[src/rtl/inst_fetch_queue.sv]
// inst_fetch_queue
//   Instruction fetch front end. Fetches the word at the current PC from the
//   icache (hit) or from the memory controller (miss), predicts the next PC
//   from the word (JAL / predicted branch), and queues {inst, PC, pred} in an
//   IFQ_DEPTH-entry FIFO so fetch can run ahead while decode is stalled.
//   Memory-fetched words are written back to the icache with a one-cycle
//   fill strobe. A ROB redirect (clr_in) empties the queue and restarts fetch
//   at the redirect target, discarding any memory response already in flight.
//
// Ports
//   clk_in, rst_in             clock, synchronous active-high reset
//   rdy_in                     global enable; low freezes every register
//   clr_in, rob_to_if_alter_PC redirect strobe and target
//   ic_to_if_hit/_hit_inst     icache lookup result for if_to_ic_addr
//   if_to_ic_addr              lookup address (current fetch PC)
//   if_to_ic_fill_*            one-cycle icache fill strobe + payload
//   if_to_mc_ready/_PC         memory request, held until mc_to_if_ready
//   mc_to_if_ready/_inst       one-cycle memory response strobe + word
//   if_to_pr_PC                predictor lookup address (current fetch PC)
//   pr_to_if_prediction        predicted taken for if_to_pr_PC
//   stall                      decoder cannot accept this cycle
//   if_to_dc_ready/_inst/_PC/_pred_br  one-cycle dequeued entry to decode

module inst_fetch_queue #(
   parameter int                    ADDR_WIDTH = 32,
   parameter int                    INST_WIDTH = 32,
   parameter int                    IFQ_DEPTH  = 4,
   parameter logic [ADDR_WIDTH-1:0] RESET_PC   = '0
) (
   input  logic                  clk_in,
   input  logic                  rst_in,
   input  logic                  rdy_in,
   input  logic                  clr_in,
   input  logic [ADDR_WIDTH-1:0] rob_to_if_alter_PC,
   input  logic                  ic_to_if_hit,
   input  logic [INST_WIDTH-1:0] ic_to_if_hit_inst,
   output logic [ADDR_WIDTH-1:0] if_to_ic_addr,
   output logic                  if_to_ic_fill_valid,
   output logic [ADDR_WIDTH-1:0] if_to_ic_fill_addr,
   output logic [INST_WIDTH-1:0] if_to_ic_fill_inst,
   output logic                  if_to_mc_ready,
   output logic [ADDR_WIDTH-1:0] if_to_mc_PC,
   input  logic                  mc_to_if_ready,
   input  logic [INST_WIDTH-1:0] mc_to_if_inst,
   output logic [ADDR_WIDTH-1:0] if_to_pr_PC,
   input  logic                  pr_to_if_prediction,
   input  logic                  stall,
   output logic                  if_to_dc_ready,
   output logic [INST_WIDTH-1:0] if_to_dc_inst,
   output logic [ADDR_WIDTH-1:0] if_to_dc_PC,
   output logic                  if_to_dc_pred_br
);

   localparam int PTR_W = (IFQ_DEPTH > 1) ? $clog2(IFQ_DEPTH) : 1;
   localparam int CNT_W = PTR_W + 1;
   localparam logic [CNT_W-1:0] DEPTH_C = CNT_W'(IFQ_DEPTH);

   localparam logic [6:0] OP_JAL    = 7'b1101111;
   localparam logic [6:0] OP_JALR   = 7'b1100111;
   localparam logic [6:0] OP_BRANCH = 7'b1100011;

   typedef enum logic [1:0] {
      S_IDLE,
      S_MEM_WAIT,
      S_DRAIN
   } state_e;

   typedef struct packed {
      logic [INST_WIDTH-1:0] inst;
      logic [ADDR_WIDTH-1:0] pc;
      logic                  pred;
   } ifq_entry_t;

   state_e                state_q, state_d;
   logic [ADDR_WIDTH-1:0] pc_q, pc_d;
   logic [PTR_W-1:0]      head_q, head_d;
   logic [PTR_W-1:0]      tail_q, tail_d;
   logic [CNT_W-1:0]      cnt_q, cnt_d;
   ifq_entry_t            mem_q [IFQ_DEPTH];
   logic                  req_q, req_d;
   logic [ADDR_WIDTH-1:0] req_pc_q, req_pc_d;
   logic                  fill_v_q, fill_v_d;
   logic [ADDR_WIDTH-1:0] fill_addr_q, fill_addr_d;
   logic [INST_WIDTH-1:0] fill_inst_q, fill_inst_d;
   logic                  dc_v_q, dc_v_d;
   ifq_entry_t            dc_q, dc_d;

   logic [INST_WIDTH-1:0] fetch_w;
   logic [31:0]           j_imm, b_imm;
   logic [ADDR_WIDTH-1:0] seq_pc, npc;
   logic                  fetch_pred;
   ifq_entry_t            push_e;
   logic                  push, pop, can_push;

   // Predecode of the word being fetched this cycle. In MEM_WAIT the PC has
   // not moved since the request, so the predictor answer still refers to it.
   always_comb begin
      fetch_w    = (state_q == S_MEM_WAIT) ? mc_to_if_inst : ic_to_if_hit_inst;
      j_imm      = {{12{fetch_w[31]}}, fetch_w[19:12], fetch_w[20], fetch_w[30:21], 1'b0};
      b_imm      = {{20{fetch_w[31]}}, fetch_w[7], fetch_w[30:25], fetch_w[11:8], 1'b0};
      seq_pc     = pc_q + ADDR_WIDTH'(4);
      npc        = seq_pc;
      fetch_pred = pr_to_if_prediction;
      case (fetch_w[6:0])
         OP_JALR: begin
            npc        = seq_pc;
            fetch_pred = 1'b0;
         end
         OP_JAL: begin
            npc        = pc_q + ADDR_WIDTH'(signed'(j_imm));
            fetch_pred = 1'b1;
         end
         OP_BRANCH: begin
            if (pr_to_if_prediction) begin
               npc        = pc_q + ADDR_WIDTH'(signed'(b_imm));
               fetch_pred = 1'b1;
            end
         end
         default: ;
      endcase
   end

   assign push_e = '{inst: fetch_w, pc: pc_q, pred: fetch_pred};

   // Next-state logic. With rdy_in low every _d equals its _q.
   always_comb begin
      state_d     = state_q;
      pc_d        = pc_q;
      head_d      = head_q;
      tail_d      = tail_q;
      cnt_d       = cnt_q;
      req_d       = req_q;
      req_pc_d    = req_pc_q;
      fill_v_d    = fill_v_q;
      fill_addr_d = fill_addr_q;
      fill_inst_d = fill_inst_q;
      dc_v_d      = dc_v_q;
      dc_d        = dc_q;
      push        = 1'b0;
      pop         = 1'b0;
      can_push    = 1'b0;

      if (rdy_in) begin
         fill_v_d = 1'b0;
         if (clr_in) begin
            // Redirect wins over any push/pop this cycle.
            head_d = '0;
            tail_d = '0;
            cnt_d  = '0;
            dc_v_d = 1'b0;
            pc_d   = rob_to_if_alter_PC;
            case (state_q)
               S_MEM_WAIT: begin
                  // A same-cycle response is simply dropped; otherwise the
                  // response is still owed to us and must be swallowed.
                  req_d   = 1'b0;
                  state_d = mc_to_if_ready ? S_IDLE : S_DRAIN;
               end
               S_DRAIN: begin
                  if (mc_to_if_ready) state_d = S_IDLE;
               end
               default: state_d = S_IDLE;
            endcase
         end else begin
            pop      = !stall && (cnt_q != '0);
            // Popping frees the head slot in the same cycle.
            can_push = (cnt_q < DEPTH_C) || pop;
            dc_v_d   = pop;
            if (pop) dc_d = mem_q[head_q];

            case (state_q)
               S_IDLE: begin
                  if (can_push) begin
                     if (ic_to_if_hit) begin
                        push = 1'b1;
                        pc_d = npc;
                     end else begin
                        // The free slot seen here stays free until the
                        // response: nothing else pushes while we wait.
                        req_d    = 1'b1;
                        req_pc_d = pc_q;
                        state_d  = S_MEM_WAIT;
                     end
                  end
               end
               S_MEM_WAIT: begin
                  if (mc_to_if_ready) begin
                     push        = 1'b1;
                     fill_v_d    = 1'b1;
                     fill_addr_d = pc_q;
                     fill_inst_d = mc_to_if_inst;
                     req_d       = 1'b0;
                     pc_d        = npc;
                     state_d     = S_IDLE;
                  end
               end
               S_DRAIN: begin
                  if (mc_to_if_ready) state_d = S_IDLE;
               end
               default: state_d = S_IDLE;
            endcase

            if (pop)  head_d = head_q + PTR_W'(1);
            if (push) tail_d = tail_q + PTR_W'(1);
            cnt_d = cnt_q + CNT_W'(push) - CNT_W'(pop);
         end
      end
   end

   always_ff @(posedge clk_in) begin
      if (rst_in) begin
         state_q     <= S_IDLE;
         pc_q        <= RESET_PC;
         head_q      <= '0;
         tail_q      <= '0;
         cnt_q       <= '0;
         req_q       <= 1'b0;
         req_pc_q    <= '0;
         fill_v_q    <= 1'b0;
         fill_addr_q <= '0;
         fill_inst_q <= '0;
         dc_v_q      <= 1'b0;
         dc_q        <= '0;
         for (int i = 0; i < IFQ_DEPTH; i++) mem_q[i] <= '0;
      end else begin
         state_q     <= state_d;
         pc_q        <= pc_d;
         head_q      <= head_d;
         tail_q      <= tail_d;
         cnt_q       <= cnt_d;
         req_q       <= req_d;
         req_pc_q    <= req_pc_d;
         fill_v_q    <= fill_v_d;
         fill_addr_q <= fill_addr_d;
         fill_inst_q <= fill_inst_d;
         dc_v_q      <= dc_v_d;
         dc_q        <= dc_d;
         if (push) mem_q[tail_q] <= push_e;
      end
   end

   assign if_to_ic_addr       = pc_q;
   assign if_to_pr_PC         = pc_q;
   assign if_to_ic_fill_valid = fill_v_q;
   assign if_to_ic_fill_addr  = fill_addr_q;
   assign if_to_ic_fill_inst  = fill_inst_q;
   assign if_to_mc_ready      = req_q;
   assign if_to_mc_PC         = req_pc_q;
   assign if_to_dc_ready      = dc_v_q;
   assign if_to_dc_inst       = dc_q.inst;
   assign if_to_dc_PC         = dc_q.pc;
   assign if_to_dc_pred_br    = dc_q.pred;

endmodule

[config.mk]
export PLATFORM = sky130hd
export DESIGN_NAME = inst_fetch_queue
export DESIGN_NICKNAME = d
export VERILOG_FILES = /design/src/rtl/inst_fetch_queue.sv
export SDC_FILE = /design/constraint.sdc
export NUM_CORES = 1
export LEC_CHECK = 0
export ABC_AREA = 1
export BUFFER_PORTS_ARGS = -buffer_cell sky130_fd_sc_hd__buf_2
export CORE_ASPECT_RATIO = 0.5
export CORE_MARGIN = 2
export CORE_UTILIZATION = 37
export DETAILED_ROUTE_END_ITERATION = 7
export GPL_ROUTABILITY_DRIVEN = 0
export GPL_TIMING_DRIVEN = 0
export PLACE_DENSITY = 0.62
export SYNTH_ARGS = -nofsm -noshare
export SYNTH_HDL_FRONTEND = slang
export SYNTH_SLANG_ARGS = --single-unit
[constraint.sdc]
create_clock -name clk_in -period 6.3 [get_ports clk_in]
set_input_delay 0.315 -clock clk_in [delete_from_list [all_inputs] [get_ports clk_in]]
set_output_delay 0.315 -clock clk_in [all_outputs]
set_load 0.05 [all_outputs]
==> results.yml <==
clock_tree:
  postCtsSetupBuffers: 0
  cts-buffers-inserted: 43
  cts_tree: "done"
  h-tree-depth: 2
  root_buffer: "clkbuf_16"
  clock-sinks: 465
  clk_path_buf_depth: 3
  clkLatencyLatePin_ps: 590
  cts.reportedPaths.clkPinSlew_ps: 70
global_routing:
  grt_max_degree: 52
  grt_use_total_pct: 26.5
  grt_pass1_wl_mm: 136
  grt_antenna_before_repair: 11
  grt-ovfl-total: 0
  grt_pass1_vias: 21958
synthesis:
  netlist_instances: 3144
  synth.area.top_cells: "edfxtp_1 32%, dfxtp_1 17%, nand2_1 9.6%"
  async_flop_share_pct: 0
  synth_top_area_share_pct: 32.1
  synthFlopType: "edfxtp_1"
  synth_area_sq_mm: 0.0243
  synth.top_cells.by_count: "619 x nand2_1, 567 x nor2_1, 279 x o21ai_0"
  synth_fp_nets: 3306
  seq_area_frac_synth_pct: 49.0
  synth_edf_count: 260
  ys_types: 50
  avgSynthCellArea_sq_um: 7.73
  synth.largest_area_cell: "edfxtp_1"
  ys_ff_latch: 465
  synth_most_common_cell: "nand2_1"
  yosysWarnings: 0
critical_path:
  r2r_start: "state_q[1]$_SDFFE_PP0P_"
  cp.arrival_ps: 5100
  path_class: "reg -> reg"
  reg2reg_depth: 19
  cp-start-kind: "flop"
  r2r_setup_slack_ps: 1700
  worstPathMaxFanout: 10
  timing.rr.end: "if_to_ic_addr[22]$_SDFFE_PP0P_"
  end_kind: "flop"
  required_ps: 6810
power_and_ir_drop:
  power.leakage_nw: 12.7
  p_per_area_mw_per_mm2: 248
  power.total_mw: 7.15
  max-vdd-ir-drop_mv: 0.190
hold_path:
  hold_start: "mc_to_if_inst[28]"
  holdPathStages: 3
  hold_path.class: "in -> reg"
  hold_end: "if_to_ic_fill_inst[28]$_SDFFE_PP0P_"
timing:
  worst-slew-pin-transition_ps: 1280
  setup_violations: 0
  fmax_mhz: 218
  slew_headroom_pct: 13.8
  period_share_pct: 72.9
  min_period_ps: 4600
  skew_ps: 26.5
  rsz0062_at_grt: "no"
  slew_violations: 0
  finalHoldViolCount: 0
  tns_ps: 0
placed_design:
  place_inst: 4363
  dp_hpwl_mm: 70.6
  portBuffers: 328
  place_area_sq_mm: 0.0273
floorplan:
  dieArea_sq_mm: 0.0679
  ios: 332
  die_w_microns: 367
  rows: 66
  die_h_microns: 185
  start_util_pct: 37.4
  core_area_sq_mm: 0.0650
cells_and_area:
  stdcell_count: 4465
  ff_latch_area_sq_mm: 0.0119
  multiInputGateArea_sq_mm: 0.0104
  drive_gt1_share_pct: 14.6
  area_delta_synth_final_pct: 18.5
  fillers: 6584
  nets: 3698
  fin_area_sq_mm: 0.0288
detailed_routing:
  antenna_left: 0
  drc: 0
  viasPerCell: 5.37
  routed_wl_mm: 93.7
  drt_first_pass_iters: 6
  num_vias: 23984
  first_iter_violations: 2946
  wl_per_cell_microns: 21.0
status:
  status: "complete, no violations"
flow_run:
  maxCapViolCount: 0
[how the worst max path moves through the flow]
stage	startpoint	to	slack [ps]	cells after the start
after floorplan	state_q[1]$_SDFFE_PP0P_	mem_q[0][0]$_SDFFCE_PN0P_	5	10
after global placement	rdy_in	mem_q[3][11]$_DFFE_PP_	-4040	7
after detailed placement	state_q[1]$_SDFFE_PP0P_	if_to_ic_addr[22]$_SDFFE_PP0P_	1950	19
after CTS	state_q[1]$_SDFFE_PP0P_	if_to_ic_addr[22]$_SDFFE_PP0P_	1950	19
after global routing	state_q[1]$_SDFFE_PP0P_	if_to_ic_addr[24]$_SDFFE_PP0P_	1560	20
final	state_q[1]$_SDFFE_PP0P_	if_to_ic_addr[22]$_SDFFE_PP0P_	1700	19
[metal layers]
metal | global-route usage (%) | vias up | part of all wire, %
met1 | 36.3 | 11306 | 42
li1 | - | 11181 | -
met2 | 41.9 | 1282 | 45
met4 | 10.3 | 4 | 3.9
met3 | 4.62 | 211 | 9.8
met5 | 0 | - | 0.028
[cells in the final DEF, fill, tap and decap left out, types with 11 or more instances in the layout]
master	n
o22ai_1	68
nand4_1	19
clkinv_1	13
clkbuf_1	126
inv_1	264
buf_4	35
buf_2	356
nor3_1	57
dlygate4sd3_1	12
a21oi_1	240
xor2_1	21
nand3_1	184
nor2_2	13
nor2_1	567
nand2_1	617
ha_1	55
dfxtp_1	205
clkbuf_16	44
o21ai_0	277
edfxtp_1	260
inv_2	11
[power breakdown]
group          internal (mW)  total [mW]  switching, mW
sequential              3.30        3.38         0.0760
clock                   1.43        2.68           1.25
combinational          0.285        1.09          0.808
total                   5.02        7.15           2.13
[worst max-delay path, cell delays in order (launching register included)]
cell and delay, ps:
dfxtp_1 370, inv_1 80, ha_1 230, buf_6 160
buf_6 140, clkbuf_1 260, buf_2 260, o21ai_0 890
ha_1 440, nand2_1 210, inv_1 80, a21oi_1 240
o21ai_0 150, nand2_1 110, nand3_1 110, o21ai_0 360
nand2_1 90, nand3b_1 150, nand2_1 70, a21oi_1 120
[through the flow]
step           hold WS, ps  worst slack (ps)  util, %
6_report              12.1              1700     44.3
5_1_grt               11.0              1560     44.3
4_1_cts               2.18              1950     44.3
3_5_place_dp           452              1950     42.0
3_3_place_gp           452             -4040     41.6
2_1_floorplan          450              5.35        -
[repair_timing]
| action | CTS | global route |
|---|---|---|
| endpoints found under the hold margin | 12 | 0 |
| hold buffers | 12 | 0 |
| gates resized for setup | 0 | 0 |
[registers in the layout (all words and copies together), names as in the netlist, 3 cells and up]
| signal | cells |
|---|---|
| mem_q | 260 |
| cnt_q | 3 |
| if_to_ic_addr | 32 |
| if_to_dc_inst | 32 |
| if_to_mc_PC | 32 |
| if_to_ic_fill_addr | 32 |
| if_to_dc_PC | 32 |
| if_to_ic_fill_inst | 32 |
[cells by family (layout without fill, tap and decap cells)]
| group | count (synthesis) | count (layout) | synth area share, % |
|---|---|---|---|
| DFF | 465 | 465 | 49.0 |
| and+or+nand+nor | 1485 | 1485 | 24.9 |
| other | 0 | 10 | 0 |
| adders and majority gates | 58 | 58 | 3.08 |
| AOI/OAI and AO/OA | 631 | 631 | 13.7 |
| buffers and inverters | 482 | 909 | 8.45 |
| xor gates and xnor gates | 23 | 23 | 0.829 |
[area by class of cell]
type                       count  share of cell area (%)
antenna                       10                  0.0868
buffer                       198                    3.42
clock buffer                  61                    4.32
clock inverter                19                   0.543
inverter                     284                    3.71
multi-input combinational   2197                    36.0
sequential                   465                    41.3
tap                          884                    3.84
timing repair buffer         347                    6.73
Power figures use the tool's default switching activity.
